[config.mk]
export PLATFORM = sky130hd
export DESIGN_NAME = gear_input_conditioner_flat
export DESIGN_NICKNAME = d
export VERILOG_FILES = /design/src/rtl/gear_pkg.sv /design/src/rtl/gear_input_conditioner_if.sv /design/src/rtl/debounce_cell.sv /design/src/rtl/gear_input_conditioner.sv /design/src/flat_wrapper.sv
export SDC_FILE = /design/constraint.sdc
export NUM_CORES = 1
export LEC_CHECK = 0
export ABC_AREA = 0
export BUFFER_PORTS_ARGS = -buffer_cell sky130_fd_sc_hd__buf_2
export CORE_MARGIN = 8
export CORE_UTILIZATION = 50
export CTS_CLUSTER_SIZE = 12
export DETAILED_ROUTE_END_ITERATION = 12
export PLACE_DENSITY_LB_ADDON = 0.12
export SETUP_SLACK_MARGIN = 0.5
export SLEW_MARGIN = 0
export SYNTH_ARGS = -nofsm -noshare
export SYNTH_HDL_FRONTEND = slang
export SYNTH_SLANG_ARGS = --single-unit
[constraint.sdc]
create_clock -name Clock -period 2.4 [get_ports Clock]
set_clock_uncertainty 0.1 [all_clocks]
set_input_delay 0.48 -clock Clock [delete_from_list [all_inputs] [get_ports Clock]]
set_output_delay 0.48 -clock Clock [all_outputs]
set_load 0.1 [all_outputs]
[src/rtl/gear_pkg.sv]
// Shared constants for the landing-gear input conditioner.
//   DefaultDebounceCycles : stable cycles before a debounced output changes
//   DefaultTimerCycles    : cycles from Timer deassertion to TimeUp
//   *RstVal               : safe parked value of each debounced channel
package gear_pkg;

    localparam int unsigned DefaultDebounceCycles = 4;
    localparam int unsigned DefaultTimerCycles    = 8;

    // Parked state: lever down, on ground, gear down and locked.
    localparam logic LeverRstVal  = 1'b1;
    localparam logic GroundRstVal = 1'b1;
    localparam logic DownRstVal   = 1'b1;
    localparam logic UpRstVal     = 1'b0;

endpackage

[src/rtl/gear_input_conditioner_if.sv]
// Signal bundle between the landing gear sensors/controller and the conditioner.
//   master : drives raw switch inputs and Timer, receives conditioned outputs
//   slave  : the conditioner itself
interface gear_input_conditioner_if;

    logic LeverRaw;
    logic GroundRaw;
    logic DownRaw;
    logic UpRaw;
    logic Timer;

    logic Lever;
    logic PlaneOnGround;
    logic GearIsDown;
    logic GearIsUp;
    logic TimeUp;
    logic SensorFault;

    modport master (
        output LeverRaw, GroundRaw, DownRaw, UpRaw, Timer,
        input  Lever, PlaneOnGround, GearIsDown, GearIsUp, TimeUp, SensorFault
    );

    modport slave (
        input  LeverRaw, GroundRaw, DownRaw, UpRaw, Timer,
        output Lever, PlaneOnGround, GearIsDown, GearIsUp, TimeUp, SensorFault
    );

endinterface

[src/rtl/debounce_cell.sv]
// One debounce channel: two-flop synchronizer, stability counter, output flop.
//   clk   : rising-edge clock
//   rst_n : asynchronous active-low reset (parks everything at RST_VAL)
//   raw   : asynchronous switch input
//   deb   : debounced, registered output
module debounce_cell #(
    parameter int unsigned DEBOUNCE_CYCLES = 4,
    parameter logic        RST_VAL         = 1'b0
) (
    input  logic clk,
    input  logic rst_n,
    input  logic raw,
    output logic deb
);

    localparam int unsigned CntW = $clog2(DEBOUNCE_CYCLES + 1);

    logic            sync1_q, sync2_q;
    logic            deb_q, deb_d;
    logic [CntW-1:0] cnt_q, cnt_d;

    always_ff @(posedge clk or negedge rst_n) begin
        if (!rst_n) begin
            sync1_q <= RST_VAL;
            sync2_q <= RST_VAL;
            deb_q   <= RST_VAL;
            cnt_q   <= '0;
        end else begin
            sync1_q <= raw;
            sync2_q <= sync1_q;
            deb_q   <= deb_d;
            cnt_q   <= cnt_d;
        end
    end

    // The counter toggles the output on the edge it would reach DEBOUNCE_CYCLES,
    // so it never holds more than DEBOUNCE_CYCLES-1 and cannot wrap.
    always_comb begin
        deb_d = deb_q;
        cnt_d = '0;
        if (sync2_q != deb_q) begin
            if (cnt_q == CntW'(DEBOUNCE_CYCLES - 1)) begin
                deb_d = ~deb_q;
            end else begin
                cnt_d = cnt_q + CntW'(1);
            end
        end
    end

    assign deb = deb_q;

endmodule

[src/rtl/gear_input_conditioner.sv]
// Landing gear input conditioner: debounces four switch inputs, runs the
// takeoff-delay timer and latches a sticky fault when both limit switches
// report active.
//   Clock : rising-edge clock
//   Clear : asynchronous active-low reset
//   bus   : raw inputs, Timer restart, conditioned outputs (slave modport)
module gear_input_conditioner
    import gear_pkg::*;
#(
    parameter int unsigned DEBOUNCE_CYCLES = DefaultDebounceCycles,
    parameter int unsigned TIMER_CYCLES    = DefaultTimerCycles
) (
    input logic                     Clock,
    input logic                     Clear,
    gear_input_conditioner_if.slave bus
);

    localparam int unsigned TimerW = $clog2(TIMER_CYCLES + 1);

    logic gear_down, gear_up;

    debounce_cell #(.DEBOUNCE_CYCLES(DEBOUNCE_CYCLES), .RST_VAL(LeverRstVal)) u_lever (
        .clk(Clock), .rst_n(Clear), .raw(bus.LeverRaw), .deb(bus.Lever)
    );

    debounce_cell #(.DEBOUNCE_CYCLES(DEBOUNCE_CYCLES), .RST_VAL(GroundRstVal)) u_ground (
        .clk(Clock), .rst_n(Clear), .raw(bus.GroundRaw), .deb(bus.PlaneOnGround)
    );

    debounce_cell #(.DEBOUNCE_CYCLES(DEBOUNCE_CYCLES), .RST_VAL(DownRstVal)) u_down (
        .clk(Clock), .rst_n(Clear), .raw(bus.DownRaw), .deb(gear_down)
    );

    debounce_cell #(.DEBOUNCE_CYCLES(DEBOUNCE_CYCLES), .RST_VAL(UpRstVal)) u_up (
        .clk(Clock), .rst_n(Clear), .raw(bus.UpRaw), .deb(gear_up)
    );

    assign bus.GearIsDown = gear_down;
    assign bus.GearIsUp   = gear_up;

    logic [TimerW-1:0] tcnt_q, tcnt_d;
    logic              time_up_q, time_up_d;
    logic              fault_q, fault_d;

    // Timer is already synchronous to Clock, so it is used directly.
    always_comb begin
        tcnt_d = tcnt_q;
        if (bus.Timer) begin
            tcnt_d = '0;
        end else if (tcnt_q != TimerW'(TIMER_CYCLES)) begin
            tcnt_d = tcnt_q + TimerW'(1);
        end
        // Registering the compare on the next count keeps TimeUp aligned with tcnt_q.
        time_up_d = (tcnt_d == TimerW'(TIMER_CYCLES));
        fault_d   = fault_q | (gear_down & gear_up);
    end

    always_ff @(posedge Clock or negedge Clear) begin
        if (!Clear) begin
            tcnt_q    <= '0;
            time_up_q <= 1'b0;
            fault_q   <= 1'b0;
        end else begin
            tcnt_q    <= tcnt_d;
            time_up_q <= time_up_d;
            fault_q   <= fault_d;
        end
    end

    assign bus.TimeUp      = time_up_q;
    assign bus.SensorFault = fault_q;

endmodule

[src/flat_wrapper.sv]
// flat-port wrapper written by rule: the top's interface ports become plain ports
module gear_input_conditioner_flat import gear_pkg::*;
#(
    parameter int unsigned DEBOUNCE_CYCLES = DefaultDebounceCycles,
    parameter int unsigned TIMER_CYCLES    = DefaultTimerCycles
)
  (Clock, Clear, bus_LeverRaw, bus_GroundRaw, bus_DownRaw, bus_UpRaw, bus_Timer, bus_Lever, bus_PlaneOnGround, bus_GearIsDown, bus_GearIsUp, bus_TimeUp, bus_SensorFault);
  gear_input_conditioner_if bus_i ();
  input logic Clock;
  input logic Clear;
  input wire logic [$bits(bus_i.LeverRaw)-1:0] bus_LeverRaw;
  input wire logic [$bits(bus_i.GroundRaw)-1:0] bus_GroundRaw;
  input wire logic [$bits(bus_i.DownRaw)-1:0] bus_DownRaw;
  input wire logic [$bits(bus_i.UpRaw)-1:0] bus_UpRaw;
  input wire logic [$bits(bus_i.Timer)-1:0] bus_Timer;
  output wire logic [$bits(bus_i.Lever)-1:0] bus_Lever;
  output wire logic [$bits(bus_i.PlaneOnGround)-1:0] bus_PlaneOnGround;
  output wire logic [$bits(bus_i.GearIsDown)-1:0] bus_GearIsDown;
  output wire logic [$bits(bus_i.GearIsUp)-1:0] bus_GearIsUp;
  output wire logic [$bits(bus_i.TimeUp)-1:0] bus_TimeUp;
  output wire logic [$bits(bus_i.SensorFault)-1:0] bus_SensorFault;
  assign bus_i.LeverRaw = bus_LeverRaw;
  assign bus_i.GroundRaw = bus_GroundRaw;
  assign bus_i.DownRaw = bus_DownRaw;
  assign bus_i.UpRaw = bus_UpRaw;
  assign bus_i.Timer = bus_Timer;
  assign bus_Lever = bus_i.Lever;
  assign bus_PlaneOnGround = bus_i.PlaneOnGround;
  assign bus_GearIsDown = bus_i.GearIsDown;
  assign bus_GearIsUp = bus_i.GearIsUp;
  assign bus_TimeUp = bus_i.TimeUp;
  assign bus_SensorFault = bus_i.SensorFault;
  gear_input_conditioner #(.DEBOUNCE_CYCLES(DEBOUNCE_CYCLES), .TIMER_CYCLES(TIMER_CYCLES)) u_core (.Clock(Clock), .Clear(Clear), .bus(bus_i));
endmodule
# Word-level counts from Yosys, hierarchy flattened
# Cells that the tools add are included.
op_classes:
  div: 0
  n_lt_le_gt_ge: 0
  n_shift: 0
  reduce_logical: 4
  n_mux: 10
  eq_ne: 10
  n_mul: 0
  bitwise: 6
  addsub: 5
ops:
  columns: ["op", "count"]
  rows:
  - ["2-to-1 mux 3 bit", 8]
  - ["adder 3 x 1 -> 3 bit, second input constant", 4]
  - ["equality test 3 x 2 -> 1 bit, second input constant", 4]
  - ["2-to-1 mux 4 bit", 2]
  - ["AND reduction 2 bit", 4]
  - ["adder 4 x 1 -> 4 bit, second input constant", 1]
  - ["equality test 4 bit, second input constant", 1]
  - ["inequality test 1 bit", 4]
  - ["inequality test 4 bit, second input constant", 1]
  - ["NOT 1 bit", 4]
  - ["AND 1 bit", 1]
  - ["OR 1 bit", 1]
totals:
  mem_bits_ro: 0
  memories: 0
  regBits: 30
  ramBits: 0
  latch_bits: 0
  output_inout_bits: 6
  word_cells: 54
  inputBits: 7

# Depth between registers and ports, before layout
logic_depth:
  ltp_word: 4
  ltp_mapped: 5
  mapped_depth_nobuf: 5

# Modules after synthesis
# A second synthesis with hierarchy kept.
unflattened:
  cells_unflattened: 78
  area_unflattened_um2: 1176.1
modules_own_cells:
  columns: ["module", "cells_per_inst", "instances", "area_each_um2"]
  rows:
  - ["debounce_cell (u_core.u_down ...)", 13, 3, 220.2]
  - ["gear_input_conditioner", 26, 1, 299.0]
  - ["debounce_cell (u_core.u_up)", 13, 1, 216.5]

# Least setup slack after synthesis
# No wires, ideal clock.
synth_path:
  path_kind: "register to register"
  startpoint: "register u_core.u_up.deb_q, in the netlist u_core.u_up.deb"
  endpoint: "register u_core.u_up.cnt_q[1]"
  t_required_ps: 2180
  slack_ps: 815
  synth_period_minus_slack_ps: 1585
  stages_incl_launch_ff: 3
  arrival_time_ps: 1365
  path_cell_list: "dfrtp_1 xnor2_1 and3b_1"
synth_via:
  elab_chain_cells: 2
synth_rtl:
  columns: ["element", "line_no", "source"]
  rows:
  - ["from (decl)", "debounce_cell.sv:19", "logic deb_q, deb_d;"]
  - ["from (signal assigned)", "debounce_cell.sv:26", "deb_q <= RST_VAL;"]
  - ["from (signal assigned)", "debounce_cell.sv:31", "deb_q <= deb_d;"]
  - ["inequality test 1 bit", "debounce_cell.sv:41", "if (sync2_q != deb_q) begin"]
  - ["2-to-1 mux 3 bit", "debounce_cell.sv:41", null]
  - ["named net u_core.u_up.cnt_d[1]", "debounce_cell.sv:20", "logic [CntW-1:0] cnt_q, cnt_d;"]
  - ["to (signal assigned)", "debounce_cell.sv:32", "cnt_q <= cnt_d;"]
  - ["to (decl)", "debounce_cell.sv:20", null]
# The timed path passes the listed nets, and every way through them passes these cells.
# A chain may end at the register's enable or synchronous reset.

# Worst setup path after layout
layout_path:
  startpoint: "register u_core.u_lever.deb_q, in the netlist u_core.u_lever.deb"
  endpoint: "output port bus_Lever"
layout_rtl:
  columns: ["element", "line_no", "source"]
  rows:
  - ["from (decl)", "debounce_cell.sv:19", null]
  - ["from (signal assigned)", "debounce_cell.sv:26", null]
  - ["from (signal assigned)", "debounce_cell.sv:31", null]
  - ["to (decl)", "flat_wrapper.sv:16", "output wire logic [$bits(bus_i.Lever)-1:0] bus_Lever;"]
# No word-level cell between the ends.

==> results.yml <==
finish:
  finish.cell_count_without_fillers: 125
  final_layout_size_suffix_gt1_share_pct: 38.14
  layout.core_utilization_pct: 59.68
  antennaDiodeCount: 0
  syn2layout_area_growth_pct: 14.21
  design_area_um2: 1308
  filler_cell_count: 188
  final_net_count: 109
sta:
  fin_tns_setup_ns: 0
  slew_headroom_pct: 59.21
  period_minus_slack_ns: 1.770
  fin_worst_hold_slack_ns: 0.07488
  post-route-period-util_pct: 73.74
  final_critical_path_setup_slack_ns: 0.6303
  final-max-slew-violation-count: 0
  timing_worst_slew_pin_value_ns: 0.6118
  fmax_mhz: 565.1
  timing.final.setup_violations: 0
  rsz0062_at_grt: "false"
  final_hold_viol_count: 0
placement:
  detailed_place.area_um2: 1240
  gp_congestion: 0.7142
  post-dp-hpwl_um: 1176
  dpl.cell_count: 117
  place.port_buffers: 12
  dpl_worst_slack_ns: 0.8572
critical_path:
  worstPathBufferInverterCount: 1
  critical_path.startpoint_type: "flip-flop"
  cp_slowest_cell: "dfstp_2"
  slack_of_the_worst_reg_to_reg_path_ns: 0.91
  required_ns: 1.82
  crit_type: "flip-flop to output pin"
  critPathCapture: "bus_Lever"
  path_depth: 1
  crit_path_cell_trace: "clkbuf_4"
  crit-reg2reg-launch: "u_core.tcnt_q[0]"
  worstSetupEndpointType: "output pin"
  critical_path.reg2reg.endpoint: "u_core.bus.TimeUp"
  r2r_cells: 5
  timing.critical_path.arrival_ns: 1.19
  timing.critical_path.fanout_max: 3
  critPathMaxStageDelay_ns: 0.55
  timing.critical_path.from: "u_core.u_lever.deb"
  cp_top_family: "flip-flops"
yosys:
  ys_seq_area_share_pct: 66.56
  async_sr_flop_fraction_pct: 100.0
  synth_seq_cells: 30
  count_of_flip_flops_with_a_built_in_enable_after_synthesis: 0
  synth_most_common_cell: "dfrtp_1"
  ys_warn_count: 0
  top_flip_flop_cell_by_instance_count_after_synthesis: "dfrtp_1"
  netlist_top_cells_count: "dfrtp_1, dfstp_2, nor3b_1"
  syn-cell-area_um2: 1145
  ys_top_cells_by_area: "dfrtp_1, dfstp_2, ha_1, nor3b_1, mux2_2"
  post_synth_inst_count: 77
  synthDominantAreaCellType: "dfrtp_1"
  netlist_cell_types: 21
  syn_area_per_cell_um2: 14.87
  synth_nets: 90
  synth_top_area_share_pct: 45.90
status:
  run_status: "complete, no violations"
floorplanning:
  die_area_um2: 4077
  core_area_um2: 2191
  die_h_um: 63.85
  initial_utilization_pct: 52.26
  die_width_um: 63.85
  top_level_ports: 13
  rows: 17
clock_tree:
  htree_levels: 2
  cts.path.max_buffers: 2
  clock_tree_sinks: 30
  insertion_delay_ns: 0.31
  numCtsBuffers: 5
  clock_input_transition_at_the_sequential_cells_of_the_worst_setup_and_hold_paths_ns: 0.09
  tritoncts: "done"
  cts.root.buffer_cell: "clkbuf_4"
power:
  power.density_nw_per_um2: 1165
  leakagePower_nw: 0.6001
  max-vdd-ir-drop_mv: 0.6933
  power_mw: 1.523
grt:
  globalRouteTotalUtil_pct: 9.372
  use_met2_pct: 13.68
  global_route.usage.met3_pct: 4.878
  grt_start_max_net_pins: 31
  grt-ovfl-total: 0
  antenna_found_initial: 0
  met1_track_demand_over_resource_in_global_routing_pct: 10.07
  number_of_global_route_vias_before_repair: 695
  grt_pass1_wl_um: 2932
  globalRoute.busiestLayer: "met2"
drt:
  drt_iter0_markers: 16
  detailroute.via_count: 604
  routed_wl_um: 1569
  drcViolationCount: 0
  post_drt_wl_per_cell_um: 12.55
  dr.pass1.iters: 3
  via_per_inst: 4.832
  route.antenna.remaining_nets: 0
run:
  maxCapViolCount: 0
hold_path:
  holdCritPathClass: "primary input to async pin"
==> cell usage in the layout, fill, tap and decap left out <==
cell and instances:
mux2_2 4, dfrtp_1 21, a21o_1 1, buf_2 9, clkbuf_4 7, and3b_1 1
nand2b_1 1, clkbuf_1 1, nor2_1 4, mux2i_1 2, nor3_1 3, ha_1 6
a21oi_1 1, clkbuf_8 1, nor2b_2 2, nor3b_1 7, clkinv_2 1, a211oi_2 1
o21ai_2 1, dfstp_2 9, xor2_1 1, nand3_1 1, inv_1 2, and3b_2 1
nor2b_1 3, buf_4 1, xnor2_1 5
==> state kept, by name, indices dropped and copies added, names as in the netlist, 3 cells and up <==
name	flops
u_core.u_up.cnt_q	3
u_core.u_down.cnt_q	3
u_core.u_ground.cnt_q	3
u_core.tcnt_q	4
u_core.u_lever.cnt_q	3
==> repair_timing <==
action / in CTS / in global routing
buffers inserted: 0 / 0
hold buffers: 0 / 0
cloned: 0 / 0
setup endpoints to repair: 1 / 2
gates resized for setup: 1 / 2
==> where the power goes <==
part	internal [mW]	switching, mW	total (mW)
logic	0.163	0.372	0.535
clock network	0.142	0.152	0.293
registers	0.628	0.0663	0.695
==> per-layer routing <==
| layer | vias up | wire, µm |
|---|---|---|
| met4 | 0 | 16 |
| met5 | - | 0 |
| met2 | 9 | 729 |
| li1 | 301 | - |
| met1 | 292 | 761 |
| met3 | 2 | 62 |
==> layout make-up <==
class                      count  area [µm²]  area share [%]
tap                           28       35.03           2.679
timing repair buffer          12       67.56           5.167
inverter                       2       7.507          0.5742
clock inverter                 1       5.005          0.3828
sequential                    30       762.0           58.28
multi-input combinational     45       375.4           28.71
clock buffer                   7       55.05           4.211
==> cell families after synthesis <==
group           after synthesis  synth area share [%]
compound gates                4                 2.951
flops                        30                 66.56
mux                           6                 5.683
buf+inv                       2                0.6560
fa+ha+maj                     6                 6.557
simple gates                 23                 13.01
xor+xnor                      6                 4.590
==> worst min-delay path by stage <==
stage,slack [ns],endpoint,depth (start not counted)
CTS,0.08,u_core.u_ground.cnt_q[0],1
global placement,0.23,u_core.u_up.sync2_q,0
global route,0.10,u_core.u_ground.cnt_q[1],1
finish,0.07,u_core.u_ground.cnt_q[1],1
detailed placement,0.23,u_core.u_up.sync2_q,0
floorplan,0.08,u_core.bus.SensorFault,0
Note: power is estimated with default switching activity, not from simulation.
